==> src/rtl/dmem_sequencer.sv <==
// Purpose: load DEPTH activations into the data memory, then replay the memory PASSES times to the MAC array.
// Latency: mem_rdaddr to out_data is 1 cycle; 1 element/cycle while out_ready stays high.
// Backpressure: load is stalled by in_valid; out_valid & !out_ready freezes out_* and suppresses reads.
// Optional: define DMEM_SEQ_TERNARY_CHECK_EN to remap -2 loads to -1 and raise a sticky err.
module dmem_sequencer #(
   parameter int DEPTH  = 256,
   parameter int AW     = 9,
   parameter int DW     = 2,
   parameter int PASSES = 10,
   parameter int PW     = 4
) (
   input  logic          clk,
   input  logic          rst,
   input  logic          start,
   input  logic          in_valid,
   input  logic [DW-1:0] in_data,
   output logic          in_ready,
   output logic          mem_we,
   output logic [AW-1:0] mem_wraddr,
   output logic [DW-1:0] mem_wrdata,
   output logic          mem_rd,
   output logic [AW-1:0] mem_rdaddr,
   input  logic [DW-1:0] mem_rddata,
   output logic          out_valid,
   input  logic          out_ready,
   output logic [DW-1:0] out_data,
   output logic          out_last,
   output logic [PW-1:0] out_pass,
   output logic          busy,
   output logic          done,
   output logic          err
);

   typedef enum logic [1:0] {S_IDLE, S_LOAD, S_STREAM, S_DRAIN} state_t;

   state_t        state_q, state_d;
   logic [AW-1:0] wr_cnt;
   logic [AW-1:0] rd_cnt;
   logic [PW-1:0] pass_cnt;
   logic          issue;
   logic          wr_last;
   logic          rd_last;
   logic          pass_last;

`ifdef DMEM_SEQ_TERNARY_CHECK_EN
   localparam logic [DW-1:0] ILLEGAL = {1'b1, {(DW-1){1'b0}}};
`endif

   assign wr_last    = (wr_cnt == AW'(DEPTH-1));
   assign rd_last    = (rd_cnt == AW'(DEPTH-1));
   assign pass_last  = (pass_cnt == PW'(PASSES-1));
   assign mem_wraddr = wr_cnt;
   assign mem_rdaddr = rd_cnt;

   // State register
   always_ff @(posedge clk) begin
      if (rst) state_q <= S_IDLE;
      else     state_q <= state_d;
   end

   // Next-state logic: one trip IDLE -> LOAD -> STREAM -> DRAIN -> IDLE per image
   always_comb begin
      state_d = state_q;
      case (state_q)
         S_IDLE:   if (start) state_d = S_LOAD;
         S_LOAD:   if (mem_we && wr_last) state_d = S_STREAM;
         S_STREAM: if (issue && rd_last && pass_last) state_d = S_DRAIN;
         S_DRAIN:  if (out_ready) state_d = S_IDLE;
         default:  state_d = S_IDLE;
      endcase
   end

   // Output logic: handshakes, memory strobes and the read-issue condition
   always_comb begin
      in_ready   = (state_q == S_LOAD);
      mem_we     = in_valid & in_ready;
      issue      = (state_q == S_STREAM) & (~out_valid | out_ready);
      mem_rd     = issue;
      busy       = (state_q != S_IDLE);
      mem_wrdata = '0;
      if (mem_we) begin
`ifdef DMEM_SEQ_TERNARY_CHECK_EN
         mem_wrdata = (in_data == ILLEGAL) ? '1 : in_data;
`else
         mem_wrdata = in_data;
`endif
      end
   end

   // Counters and the registered replay stage
   always_ff @(posedge clk) begin
      if (rst) begin
         wr_cnt    <= '0;
         rd_cnt    <= '0;
         pass_cnt  <= '0;
         out_valid <= 1'b0;
         out_data  <= '0;
         out_last  <= 1'b0;
         out_pass  <= '0;
         done      <= 1'b0;
      end else begin
         done <= 1'b0;
         case (state_q)
            S_IDLE: begin
               if (start) wr_cnt <= '0;
            end
            S_LOAD: begin
               if (mem_we) begin
                  wr_cnt <= wr_cnt + AW'(1);
                  if (wr_last) begin
                     rd_cnt   <= '0;
                     pass_cnt <= '0;
                  end
               end
            end
            S_STREAM: begin
               if (issue) begin
                  out_data  <= mem_rddata;
                  out_valid <= 1'b1;
                  out_last  <= rd_last;
                  out_pass  <= pass_cnt;
                  if (rd_last) begin
                     rd_cnt   <= '0;
                     pass_cnt <= pass_cnt + PW'(1);
                  end else begin
                     rd_cnt <= rd_cnt + AW'(1);
                  end
               end
            end
            S_DRAIN: begin
               if (out_ready) begin
                  out_valid <= 1'b0;
                  done      <= 1'b1;
               end
            end
            default: ;
         endcase
      end
   end

`ifdef DMEM_SEQ_TERNARY_CHECK_EN
   // Sticky flag for a -2 load; a fresh image (accepted start) clears it
   always_ff @(posedge clk) begin
      if (rst)                             err <= 1'b0;
      else if (state_q == S_IDLE && start) err <= 1'b0;
      else if (mem_we && in_data == ILLEGAL) err <= 1'b1;
   end
`else
   assign err = 1'b0;
`endif

endmodule
==> config.mk <==
export PLATFORM = sky130hd
export DESIGN_NAME = dmem_sequencer
export DESIGN_NICKNAME = d
export VERILOG_FILES = /design/src/rtl/dmem_sequencer.sv
export SDC_FILE = /design/constraint.sdc
export NUM_CORES = 1
export LEC_CHECK = 0
export CORE_UTILIZATION = 52
export DETAILED_ROUTE_END_ITERATION = 16
export PLACE_DENSITY = 0.92
export SYNTH_ARGS = -nofsm -noshare
export SYNTH_HDL_FRONTEND = slang
export SYNTH_SLANG_ARGS = --single-unit
export TNS_END_PERCENT = 100
==> constraint.sdc <==
create_clock -name clk -period 3.6 [get_ports clk]
set_clock_uncertainty 0.15 [all_clocks]
set_input_delay 0.36 -clock clk [delete_from_list [all_inputs] [get_ports clk]]
set_output_delay 0.36 -clock clk [all_outputs]
set_load 0.02 [all_outputs]
# Word-level counts from Yosys, hierarchy flattened
# Cells that the tools add are included.
# word_totals
register_bits,33
inputBits,9
output_inout_bits,34
# classes
addsub,3
eq_ne,14
mux,23
bitwise,5
reduce_logical,15
# op_table
cell,count
$mux W9,6
$pmux W9 S2,2
$add A9 B1 Y9 const B,2
$eq A9 B8 Y1 const B,2
$mux W4,4
$mux W2,5
$ne A2 B2 Y1 const B,5
$pmux W2 S4,1
$pmux W4 S2,1
$reduce_and A4 Y1,2
$reduce_bool A2 Y1,4
$ne A2 B1 Y1 const B,3
$reduce_and A3 Y1,2
$reduce_and A5 Y1,1
$add A4 B1 Y4 const B,1
$eq A2 B2 Y1 const B,2
$eq A4 B4 Y1 const B,1
$logic_and A1 B1 Y1,3
$mux W1,3
$and A1 B1 Y1,2
$eq A2 B1 Y1 const B,1
$logic_not A2 Y1,1
$not A1 Y1,2
$pmux W1 S2,1
other kinds (3),3

# Depth between registers and ports, before layout
# Gate-level depths: netlist of run 1.
# depth
depth_word,7
depth_mapped,10
ltp_nobuf,8

# Worst setup path before layout of run 1
# OpenSTA, ideal clock, no wires.
# synth_path
path_kind,register -> register
from,"register wr_cnt[0], in the netlist mem_wraddr[0]"
to,"register rd_cnt[5], in the netlist mem_rdaddr[5]"
setup_ps,70
arrival_ps,2267
required_ps,3380
setup_slack_ps,1113
stages_incl_launch_ff,10
n_path_buf,1
period_less_slack_ps,2487
cell_sequence,dfxtp_1 -> ha_1 -> nand3_1 -> nor2_1 -> ha_1 -> a21boi_4 -> or3_1 -> buf_2 -> or4_1 -> a21oi_1
# synth_via
elab_chain_len,3
# synth_rtl
item,line_no,rtl
from (decl),37,logic [AW-1:0] wr_cnt;
from (signal assigned),109,wr_cnt <= wr_cnt + AW'(1);
$eq A9 B8 Y1,49,assign wr_last = (wr_cnt == AW'(DEPTH-1));
$ne A2 B1 Y1 (no line),-,
$reduce_and A4 Y1 (no line),-,
to (signal assigned),126,rd_cnt <= rd_cnt + AW'(1);
to (decl),38,logic [AW-1:0] rd_cnt;
# No other way between the ends.
# A chain may end at the register's enable or synchronous reset.

# Final worst setup path of run 1
# layout_path
from,register state_q[0]
to,output port mem_rd
# layout_via
elab_chain_len,2
# layout_rtl
item,line_no,rtl
from (decl),36,"state_t state_q, state_d;"
from (signal assigned),58,else state_q <= state_d;
$eq A2 B2 Y1,77,issue = (state_q == S_STREAM) & (~out_valid | out_ready);
$and A1 B1 Y1,77,
to (decl),21,"output logic mem_rd,"
# No other way between the ends.

==> flow_summary.yaml, run 1 <==
clocking:
  cts_tree: "yes"
  clkLatencyLatePin_ps: 340
  clock-sinks: 33
  clkTransAtPathRegs_ps: 90
  cts_made_buffers: 5
  cts_setup_buffers: 0
  ctsResizeCount: 0
  root_buffer: "clkbuf_4"
  ctsHoldBuffers: 0
  cts_max_level: 2
  cts_buffer_depth: 2
synthesis:
  synth_area_sq_um: 1680
  synth-edff-count: 0
  synth-seq-cells: 33
  avgSynthCellArea_sq_um: 8.78
  synth.distinct_cells: 40
  synth_seq_area_share_pct: 39.4
  synthFlopType: "dfxtp_1"
  synth_nets: 210
  syn_inst: 191
  async_flop_share_pct: 0
  ys_warn_count: 0
place:
  numPortBuffers: 41
  dpl_cell_area_sq_um: 2080
  dp.cells: 267
  dp_hpwl_um: 2720
  gp_congestion: 0.789
worst_setup_path:
  critPathTopFamily: "buffers and inverters"
  cp-start-kind: "flip-flop"
  reg2reg_slack_ps: 1000
  r2r_end: "mem_rdaddr[5]"
  cpMostUsedCell: "inv_1"
  reg2reg_from: "mem_wraddr[0]"
  crit_arrival_ps: 2270
  worstSetupPathType: "flip-flop to output port"
  cpPeakStageDelay_ps: 590
  critPathLaunch: "state_q[0]"
  worstRegToRegCells: 8
  cp_slowest_cell: "clkdlybuf4s50_1"
  crit_path_end_kind: "output port"
  crit_chain: "inv_1, ha_1, or2b_1, inv_1, clkdlybuf4s50_1"
  crit_required_ps: 3090
  path_buf_inv: 3
  critPathMaxFanout: 9
  crit_cells: 5
die:
  ioPinCount: 43
  die_h_um: 58.8
  core_area_sq_um: 3050
  rows: 20
  die_w_um: 58.8
  start_util_pct: 55.0
  die-area_sq_um: 3460
timing:
  relSlewSlack_pct: 52.5
  setup_viol_count_final: 0
  timing.fmax_mhz: 360
  period_needed_ps: 2780
  grt_setup_unrepaired: "no"
  setup_tns_ps: 0
  hold_ws_ps: 335
  finalHoldViolations: 0
  slew_violations: 0
  post-route-period-util_pct: 77.1
  worst_pin_slew_ps: 693
job:
  maxCapViolations: 0
global_route:
  grt_max_degree: 20
  grt_pass1_wl_um: 5840
  grt_pass1_vias: 1341
  antenna_found_initial: 0
  overflow: 0
  grt_util_all_layers_pct: 22.8
finish:
  nets: 249
  drive_gt1_share_pct: 4.76
  final_common_cell: "clkdlybuf4s50_1"
  fin_cells: 275
  final_area_sq_um: 2130
  most-common-layout-cells: "clkdlybuf4s50_1, dfxtp_1, nor2_1"
  diodes: 0
  area_growth_pct: 27.1
  nFillCells: 241
hold_path:
  holdPathStages: 2
  min_from: "mem_rdaddr[8]"
  hold_path.class: "flip-flop to flip-flop"
  hold-path-endpoint: "mem_rdaddr[8]"
route:
  drt_pass1_iterations: 4
  avgRoutedWirePerCell_um: 13.7
  routed_via_density: 5.61
  vias: 1543
  drcViolationCount: 0
  wl_um: 3760
  drt_iter0_drc: 80
  ant_nets: 0
power_and_ir_drop:
  powerDensity_nw_per_um2: 545
  total_leakage_power_uw: 0.000771
  ir_drop_v: 0.000495
outcome:
  status: "completed"
-- logic make-up (layout without fill, tap and decap cells) --
logic type	after synthesis	in the layout	share of synthesized area, %
adders and majority gates	10	10	7.46
AOI/OAI and AO/OA	35	35	13.9
muxes	7	7	4.18
and+or+nand+nor	76	76	23.8
DFF	33	33	39.4
other	1	1	0.223
buffers and inverters	19	59	5.89
xor gates and xnor gates	10	10	5.22
-- power by group --
| group | internal, uW | switching (uW) |
|---|---|---|
| Sequential | 398 | 29.8 |
| Clock | 74.2 | 123 |
| Combinational | 208 | 331 |
| Total | 680 | 484 |
-- synthesized netlist by cell type (5+ instances only) --
| master | n | area [sq um] |
|---|---|---|
| xnor2_1 | 10 | 87.6 |
| o21ai_0 | 9 | 45.0 |
| inv_1 | 10 | 37.5 |
| dfxtp_1 | 33 | 661 |
| a21oi_1 | 12 | 60.1 |
| nor2_1 | 25 | 93.8 |
| nand3_1 | 9 | 45.0 |
| mux2i_1 | 7 | 70.1 |
| nor4_1 | 5 | 31.3 |
| or4_1 | 5 | 37.5 |
| o31ai_1 | 5 | 37.5 |
| ha_1 | 10 | 125 |
| nand2_1 | 8 | 30.0 |
-- routing by layer --
| layer | vias up | track usage, % | wire (um) | share of wire [%] |
|---|---|---|---|---|
| met3 | 17 | 5.93 | 230 | 6.1 |
| met4 | 0 | 17.7 | 130 | 3.5 |
| met1 | 712 | 27.3 | 1630 | 43 |
| met5 | - | 0 | 0 | 0 |
| li1 | 749 | - | - | - |
| met2 | 65 | 34.6 | 1770 | 47 |
-- cell type report --
type                       instances  area, sq um  share of cell area, %
timing repair buffer              41          410                   19.2
clock inverter                     2         10.0                  0.469
inverter                          10         37.5                   1.76
clock buffer                       6         41.3                   1.94
tap                               44         55.1                   2.58
multi-input combinational        139          918                   43.0
sequential                        33          661                   31.0
-- through the flow --
step                      utilization (%)  setup slack, ps  power, uW
after floorplan                         -             1110        845
after detailed placement             68.2             1000        966
after CTS                            69.9              790       1160
final                                69.9              823       1160
after global placement               68.2             1070        953
after global routing                 69.9              712       1240
-- worst min-delay path, stage by stage, from the launching register on --
cell and delay (ps):
dfxtp_1 330, nand2b_1 70, a21oi_1 40
-- flip-flops by register name, indices dropped and copies added (netlist names) --
name and cells:
out_valid 1, out_pass 4, out_last 1, pass_cnt 4
mem_wraddr 9, out_data 2, mem_rdaddr 9, done 1
state_q 2
-- how the worst max path moves through the flow --
stage	endpoint	slack, ps
after floorplan	mem_rdaddr[5]	1110
after global placement	pass_cnt[3]	1070
after detailed placement	mem_rdaddr[5]	1000
after CTS	mem_rd	790
after global routing	mem_rd	710
final	mem_rd	820
Power figures use the tool's default switching activity.
==> inputs of run 2 (changes only) <==
Settings changed: CORE_UTILIZATION 52 to 48, PLACE_DENSITY 0.92 to 0.87.
Clock period 3.6 ns to 2.65 ns, I/O delays scaled along.
==> flow_summary.yaml, run 2 (synthesis gave the netlist of run 1 again) <==
clocking:
  cts_max_level: 2
  clkTransAtPathRegs_ps: 110
  cts_tree: "yes"
  root_buffer: "clkbuf_4"
  cts_made_buffers: 5
  clock-sinks: 33
  cts_setup_buffers: 0
  clkLatencyLatePin_ps: 330
  cts_buffer_depth: 2
outcome:
  status: "completed"
global_route:
  overflow: 0
  grt_pass1_vias: 1309
  antenna_found_initial: 0
  grt_max_degree: 20
  grt_util_all_layers_pct: 21.5
  grt_pass1_wl_um: 5880
finish:
  area_growth_pct: 32.1
  nFillCells: 286
  diodes: 0
  drive_gt1_share_pct: 9.13
  most-common-layout-cells: "clkdlybuf4s50_1, dfxtp_1, nor2_1"
  final_common_cell: "clkdlybuf4s50_1"
  nets: 259
timing:
  relSlewSlack_pct: 49.7
  worst_pin_slew_ps: 752
  period_needed_ps: 2530
  finalHoldViolations: 0
  grt_setup_unrepaired: "no"
  setup_tns_ps: 0
  timing.fmax_mhz: 395
  slew_violations: 0
  post-route-period-util_pct: 95.6
  setup_ws_ps: 116
  setup_viol_count_final: 0
hold_path:
  hold_path.class: "flip-flop to flip-flop"
die:
  start_util_pct: 50.3
  core_area_sq_um: 3340
  ioPinCount: 43
  die_w_um: 61.1
  rows: 21
  die-area_sq_um: 3740
  die_h_um: 61.1
place:
  pre_cts_slack_ps: 64.7
  gp_congestion: 0.817
  dp_hpwl_um: 2790
  numPortBuffers: 41
route:
  avgRoutedWirePerCell_um: 12.9
  wl_um: 3710
  routed_via_density: 5.39
  drcViolationCount: 0
  drt_iter0_drc: 68
  drt_pass1_iterations: 4
  ant_nets: 0
  vias: 1548
worst_setup_path:
  worstRegToRegCells: 8
  critPathMaxFanout: 7
  cp-start-kind: "flip-flop"
  worstSetupPathType: "flip-flop to output port"
  crit_arrival_ps: 2120
  reg2reg_from: "mem_wraddr[1]"
  critPathLaunch: "state_q[0]"
  reg2reg_slack_ps: 180
  crit_path_end_kind: "output port"
  critPathCapture: "mem_rd"
  r2r_end: "pass_cnt[3]"
  crit_required_ps: 2240
power_and_ir_drop:
  p_total_uw: 1660
  powerDensity_nw_per_um2: 751
  ir_drop_v: 0.000618
  total_leakage_power_uw: 0.000824
job:
  maxCapViolations: 0
## run 2: what timing repair did
| action | CTS | global route |
|---|---|---|
| hold buffers | 0 | 0 |
| gates resized for setup | 0 | 1 |
| hold endpoints to repair | 0 | 0 |
| setup endpoints to repair | 0 | 5 |
## run 2: worst min-delay path by stage
stage	start	end	depth (start not counted)
6_report	mem_rdaddr[8]	mem_rdaddr[8]	2
5_1_grt	mem_rdaddr[8]	mem_rdaddr[8]	2
4_1_cts	mem_rdaddr[8]	mem_rdaddr[8]	2
3_5_place_dp	mem_rdaddr[8]	mem_rdaddr[8]	2
3_3_place_gp	mem_rdaddr[8]	mem_rdaddr[8]	2
2_1_floorplan	out_ready	done	2
## run 2: final cells by class
class                   instances  area [sq um]  share of cell area (%)
well taps                      46          57.6                    2.60
inverters                      10          37.5                    1.69
repair buffers                 51           485                    21.9
multi-input cells             139           923                    41.7
clock buffers                   6          41.3                    1.86
flip-flops and latches         33           661                    29.8
clock inverters                 2          10.0                   0.452
## run 2: through the flow
| stage | hold slack, ps | std cells | area, sq um | util [%] |
|---|---|---|---|---|
| after CTS | 325 | 287 | 2210 | 66.3 |
| after floorplan | 259 | 191 | 1680 | - |
| after global placement | 301 | 279 | 2160 | 64.7 |
| after global routing | 358 | 287 | 2220 | 66.4 |
| final | 319 | 287 | 2220 | 66.4 |
| after detailed placement | 308 | 279 | 2160 | 64.7 |
## run 2: critical path: stages (launching register included)
cell and delay, ps:
dfxtp_1 350, inv_1 120, ha_1 230, buf_4 170
or2b_1 250, inv_1 60, clkdlybuf4s50_1 600
## run 2: routing by layer
| layer | wire [um] | part of all wire (%) | up-vias | GRT usage [%] |
|---|---|---|---|---|
| met5 | 0 | 0 | - | 0 |
| met4 | 24 | 0.65 | 0 | 7.79 |
| met3 | 188 | 5.1 | 2 | 4.62 |
| met2 | 1760 | 47 | 43 | 34.0 |
| met1 | 1740 | 47 | 725 | 28.9 |
| li1 | - | - | 778 | - |
## run 2: where the power goes
part           leakage, uW  total (uW)  switching (uW)  internal, uW
Clock            0.0000320         274             173           101
Sequential        0.000267         578            37.7           541
Combinational     0.000525         812             465           347
